==> config.mk <==
export PLATFORM = sky130hd
export DESIGN_NAME = drive_cmd_arbiter
export DESIGN_NICKNAME = d
export VERILOG_FILES = /design/src/rtl/drive_cmd_arbiter.sv
export SDC_FILE = /design/constraint.sdc
export NUM_CORES = 1
export LEC_CHECK = 0
export ABC_AREA = 1
export CORE_MARGIN = 2
export CORE_UTILIZATION = 52
export DETAILED_ROUTE_END_ITERATION = 8
export GPL_TIMING_DRIVEN = 0
export PLACE_DENSITY = 0.85
export SKIP_LAST_GASP = 1
export SLEW_MARGIN = 20
export SYNTH_ARGS = -nofsm -noshare
export SYNTH_HDL_FRONTEND = slang
export SYNTH_SLANG_ARGS = --single-unit
==> constraint.sdc <==
create_clock -name clk -period 4.1 [get_ports clk]
set_clock_uncertainty 0.05 [all_clocks]
set_input_delay 0.41 -clock clk [delete_from_list [all_inputs] [get_ports clk]]
set_output_delay 0.41 -clock clk [all_outputs]
set_load 0.05 [all_outputs]
==> src/rtl/drive_cmd_arbiter.sv <==
// rtl/drive_cmd_arbiter.sv - mode-selecting command arbiter with dead-time, reversal gap, interlock and aux pulsing
//
// Selects one of N_MODES command channels and drives the device command from it.
// Channel 0 is the OFF channel and always produces an all-zero command.
// Command bits: [0] forward, [1] backward, [2] left, [3] right, [CMD_W-1:4] aux.
//
// Ports:
//   clk          - divided system clock
//   reset        - asynchronous, active-high reset
//   mode_sel     - requested mode index (values >= N_MODES select channel 0)
//   cmd_in       - packed channel commands, channel k at [k*CMD_W +: CMD_W]
//   cmd_out      - registered command to the device
//   active_mode  - mode currently driving cmd_out
//   switching    - high while the mode-change dead time is running
//   conflict_cnt - saturating count of cycles containing an opposing-command conflict
module drive_cmd_arbiter #(
  parameter int N_MODES     = 4,
  parameter int SEL_W       = 2,
  parameter int CMD_W       = 6,
  parameter int DEAD_CYCLES = 4,
  parameter int REV_GAP     = 2
) (
  input  logic                     clk,
  input  logic                     reset,
  input  logic [SEL_W-1:0]         mode_sel,
  input  logic [N_MODES*CMD_W-1:0] cmd_in,
  output logic [CMD_W-1:0]         cmd_out,
  output logic [SEL_W-1:0]         active_mode,
  output logic                     switching,
  output logic [7:0]               conflict_cnt
);

  localparam logic [0:0] ST_RUN  = 1'b0;
  localparam logic [0:0] ST_DEAD = 1'b1;

  // Counters keep at least one bit so zero-length gaps still elaborate.
  localparam int DW = (DEAD_CYCLES > 0) ? $clog2(DEAD_CYCLES + 1) : 1;
  localparam int RW = (REV_GAP > 0) ? $clog2(REV_GAP + 1) : 1;

  // Aux field mask; the low four motion bits are never part of aux_prev.
  localparam logic [CMD_W-1:0] AUX_MASK = {CMD_W{1'b1}} << 4;

  logic [0:0]       state;
  logic [SEL_W-1:0] target;
  logic [DW-1:0]    dead_cnt;
  logic [RW-1:0]    rev_cnt;
  logic [CMD_W-1:0] aux_prev;

  logic [SEL_W-1:0] eff_sel;
  logic [SEL_W-1:0] run_sel;
  logic [CMD_W-1:0] req;
  logic [CMD_W-1:0] tgt_req;
  logic [CMD_W-1:0] run_cmd;
  logic [RW-1:0]    rev_next;
  logic             fwd, bwd, left, right;
  logic             any_conflict;
  logic             rev_start;

  // Out-of-range selections collapse onto the OFF channel.
  assign eff_sel = ({1'b0, mode_sel} < (SEL_W+1)'(N_MODES)) ? mode_sel : '0;

  // With no dead time a mode change takes effect on the same edge, so the
  // requested channel drives the output directly.
  assign run_sel = (DEAD_CYCLES == 0) ? eff_sel : active_mode;

  always_comb begin
    req     = '0;
    tgt_req = '0;
    for (int k = 0; k < N_MODES; k++) begin
      if (run_sel == SEL_W'(k)) req = cmd_in[k*CMD_W +: CMD_W];
      if (target == SEL_W'(k))  tgt_req = cmd_in[k*CMD_W +: CMD_W];
    end
    if (run_sel == '0) req = '0;
    if (target == '0)  tgt_req = '0;

    fwd   = req[0];
    bwd   = req[1];
    left  = req[2];
    right = req[3];

    any_conflict = (fwd & bwd) | (left & right);

    // A reversal is a currently-driven direction facing a request for the
    // opposite direction alone.
    rev_start = (REV_GAP > 0) &&
                ((cmd_out[0] && bwd && !fwd) || (cmd_out[1] && fwd && !bwd));

    run_cmd    = '0;
    run_cmd[0] = fwd & ~bwd;
    run_cmd[1] = bwd & ~fwd;
    run_cmd[2] = left & ~right;
    run_cmd[3] = right & ~left;
    // Aux bits pulse for one cycle on each rising edge of the request.
    run_cmd    = run_cmd | (req & ~aux_prev & AUX_MASK);

    rev_next = rev_cnt;
    if (rev_start) begin
      run_cmd[1:0] = 2'b00;
      rev_next     = RW'(REV_GAP);
    end else if (rev_cnt != '0) begin
      run_cmd[1:0] = 2'b00;
      rev_next     = rev_cnt - RW'(1);
    end
  end

  always_ff @(posedge clk or posedge reset) begin
    if (reset) begin
      state        <= ST_RUN;
      target       <= '0;
      dead_cnt     <= '0;
      rev_cnt      <= '0;
      aux_prev     <= '0;
      cmd_out      <= '0;
      active_mode  <= '0;
      switching    <= 1'b0;
      conflict_cnt <= '0;
    end else begin
      case (state)
        ST_RUN: begin
          if ((eff_sel != active_mode) && (DEAD_CYCLES > 0)) begin
            state     <= ST_DEAD;
            switching <= 1'b1;
            target    <= eff_sel;
            dead_cnt  <= DW'(DEAD_CYCLES);
            cmd_out   <= '0;
          end else begin
            active_mode <= run_sel;
            cmd_out     <= run_cmd;
            rev_cnt     <= rev_next;
            aux_prev    <= req & AUX_MASK;
            if (any_conflict && (conflict_cnt != 8'hFF))
              conflict_cnt <= conflict_cnt + 8'd1;
          end
        end
        ST_DEAD: begin
          cmd_out <= '0;
          if (eff_sel != target) begin
            // Retargeting restarts the full dead time.
            target   <= eff_sel;
            dead_cnt <= DW'(DEAD_CYCLES);
          end else if (dead_cnt == DW'(1)) begin
            state       <= ST_RUN;
            switching   <= 1'b0;
            active_mode <= target;
            rev_cnt     <= '0;
            // Seed with the held aux level so it does not pulse on entry.
            aux_prev    <= tgt_req & AUX_MASK;
          end else begin
            dead_cnt <= dead_cnt - DW'(1);
          end
        end
        default: begin
          state     <= ST_RUN;
          switching <= 1'b0;
        end
      endcase
    end
  end

endmodule

==> qor.csv <==
stage,metric,value,unit
clocking,Post-CTS Hold Buffers,0,
global_route,largest net degree at the start of global routing,28,
floorplanning,die area,0.003632,mm²
worst_setup_path,WP data required,3640,ps
drt,drt first pass iters,4,
clocking,root buffer cell,clkbuf_4,
floorplanning,placement row count,20,
floorplanning,Ports,45,
timing,unrepaired setup endpoints after global routing,no,
timing,Final Hold Fails,0,
global_route,vias in the first global route,1323,
floorplanning,Core Region,0.003028,mm²
worst_setup_path,critical setup path kind,reg2out,
clocking,H-Tree Depth,1,
hold_path,WHS Endpoint,cmd_out[5]$_DFF_PP0_,
place,global placement routability congestion,0.8335,
final_layout,"Core Util, Final",69.67,%
final_layout,multi-input combinational cell area,823.3,µm²
worst_setup_path,CP Max Fanout,4,
synth,Mapped Avg Cell Area,8.274,µm²
drt,Vias/cell,4.905,
clocking,"Reg clk slew, reported paths",150,ps
power_and_ir_drop,Psw,0.3706,mW
global_route,grt ovf,0,
synth,synth unique cells,27,
worst_setup_path,WP buf/inv,1,
power_and_ir_drop,Power Dens Cells,409.8,mW/mm²
power_and_ir_drop,combinational share of power,48.9,%
power_and_ir_drop,Clock Power Share,13.3,%
drt,Vias,1398,
power_and_ir_drop,switching part of the total,42.87,%
final_layout,"commonest cells after routing, fill and taps aside","nand2_1, clkdlybuf4s50_1, dfrtp_1",
timing,Final Critical Period,2098,ps
synth,area of the mapped netlist,0.001647,mm²
power_and_ir_drop,Cell Int Power,0.4938,mW
drt,Detailed Route Iter0 Violations,37,
worst_setup_path,FF-to-FF setup slack,2490,ps
synth,"Seq/Total Area, Yosys",41.03,%
final_layout,filler instances,258,
final_layout,post-route insts no fill,285,
drt,DRC,0,
timing,Worst Tran Pin Value,915.9,ps
power_and_ir_drop,sequential share of power,37.8,%
worst_setup_path,CP cell instances,clkdlybuf4s50_1,
final_layout,post-route cell area,0.002110,mm²
worst_setup_path,CP Launch Type,flip-flop,
timing,"Slew Viols, Final",0,
worst_setup_path,CP peak stage delay,840,ps
timing,# setup viols final,0,
final_layout,register area,675.6,µm²
floorplanning,width of the chip,60.27,µm
place,dpl cell area,0.002082,mm²
timing,relative slew slack,38.56,%
final_layout,area delta synth->final,28.12,%
clocking,Post-CTS Resized,0,
drt,Detailed Route WL,3146,µm
hold_path,HP Class,reg2reg,
power_and_ir_drop,Peak VDD IR,0.0002755,V
global_route,All-Layer GR Usage,20.37,%
clocking,postcts setup bufs,0,
worst_setup_path,"Arr. time, crit path",1640,ps
clocking,clk_lat worst skew,330,ps
synth,Synthesis Warnings,0,
job,maxcap violations,0,
worst_setup_path,crit end category,primary output,
timing,Fin Setup TNS,0,ps
floorplanning,starting density of the core,54.38,%
worst_setup_path,FF-to-FF Start,active_mode[1]$_DFFE_PP0P_,
floorplanning,die height,60.27,µm
hold_path,HP Start,aux_prev[5]$_DFFE_PP0P_,
place,I/O Buffers,38,
drt,Avg WL per Cell,11.04,µm
hold_path,Worst Hold Depth,1,
power_and_ir_drop,Static Leakage,0.9762,nW
synth,Post-Syn Nets,231,
synth,#FFs+latches synth,27,
timing,fmax,476.6,MHz
synth,Gate Count Post-Synth,199,
outcome,status,"finished, final reports clean",
timing,Final Cycle Share,51.17,%
worst_setup_path,Reg2Reg Depth,10,
worst_setup_path,r2r endpoint,conflict_cnt[0]$_DFFE_PP0P_,
clocking,total CTS buffers,3,
final_layout,Final #Nets,274,
worst_setup_path,Top delay family on crit path,buffers and inverters,
global_route,antenna violations before repair,0,
clocking,Max clock buf depth,2,
final_layout,"most common cell after layout, fill and taps aside",nand2_1,
clocking,CTS sink cnt,27,
place,placed cells,281,
drt,antenna-violating nets left,0,
global_route,first-pass GRT wire length,5520,µm
worst_setup_path,"slowest stage cell, crit path",clkdlybuf4s50_1,
final_layout,ant diodes,0,
final_layout,layout cells sized above 1,17.01,%
clocking,CTS tree,done,
power_and_ir_drop,Pwr Total,0.8645,mW
place,Detailed Place HPWL,2482,µm
[layout make-up]
class | instances | area share (%)
flip-flops and latches | 27 | 32.03
repair buffers | 38 | 18.03
inverters | 23 | 4.330
plain buffers | 6 | 2.669
multi-input cells | 143 | 39.03
clock inverters | 1 | 0.2372
clock buffers | 3 | 1.068
well taps | 44 | 2.610
[through the flow]
step                hold slack (ps)  setup slack [ps]
detailed placement            375.9              2023
CTS                           400.8              1989
finish                        394.8              2002
floorplan                     362.5              2305
global route                  438.7              1933
global placement              370.5              2043
[how the worst max path moves through the flow]
stage,startpoint,end,slack [ps],cells after the start
2_1_floorplan,conflict_cnt[0]$_DFFE_PP0P_,conflict_cnt[0]$_DFFE_PP0P_,2300,9
3_3_place_gp,mode_sel[1],conflict_cnt[0]$_DFFE_PP0P_,2040,9
3_5_place_dp,mode_sel[1],conflict_cnt[0]$_DFFE_PP0P_,2020,9
4_1_cts,conflict_cnt[0]$_DFFE_PP0P_,conflict_cnt[0],1990,1
5_1_grt,conflict_cnt[0]$_DFFE_PP0P_,conflict_cnt[0],1930,1
6_report,conflict_cnt[0]$_DFFE_PP0P_,conflict_cnt[0],2000,1
[state kept, by name, indices dropped and copies added, names as in the netlist]
register,flops
switching,1
conflict_cnt,8
state,1
target,2
cmd_out,6
active_mode,2
aux_prev,2
rev_cnt,2
dead_cnt,3
[synth_stat cells (all sizes together)]
| master | count | share of area, % |
|---|---|---|
| nand2 | 54 | 14 |
| dfrtp | 27 | 41 |
| nand3 | 25 | 9.7 |
| inv | 23 | 5.5 |
| o21ai | 22 | 7.6 |
| nor2 | 16 | 5.3 |
| nor3 | 6 | 1.8 |
| xnor2 | 6 | 3.6 |
| xor2 | 6 | 3.2 |
| buf | 5 | 3.2 |
| ha | 4 | 3.0 |
| nand4 | 2 | 0.76 |
| clkbuf | 1 | 0.23 |
| nand3b | 1 | 0.46 |
| nor3b | 1 | 0.46 |
[cell families after synthesis]
| group | share of synthesized area [%] |
|---|---|
| simple gates | 32.52 |
| buf+inv | 8.966 |
| xor+xnor | 6.839 |
| flops | 41.03 |
| fa+ha+maj | 3.040 |
| compound gates | 7.598 |
[metal layers]
layer,share of wire (%),up-vias,track usage (%)
met1,45,643,23.84
met2,50,30,37.73
met5,0,-,0
met3,3.9,4,3.896
met4,0.99,0,5.079
li1,-,721,-
[power groups by stage]
stage               Sequential, mW  Combinational (mW)  Clock, mW
CTS                          0.327               0.426      0.122
global route                 0.332               0.463      0.131
floorplan                    0.392               0.254          0
finish                       0.327               0.423      0.115
global placement             0.331               0.418          0
detailed placement           0.332               0.425          0
Power figures use the tool's default switching activity.
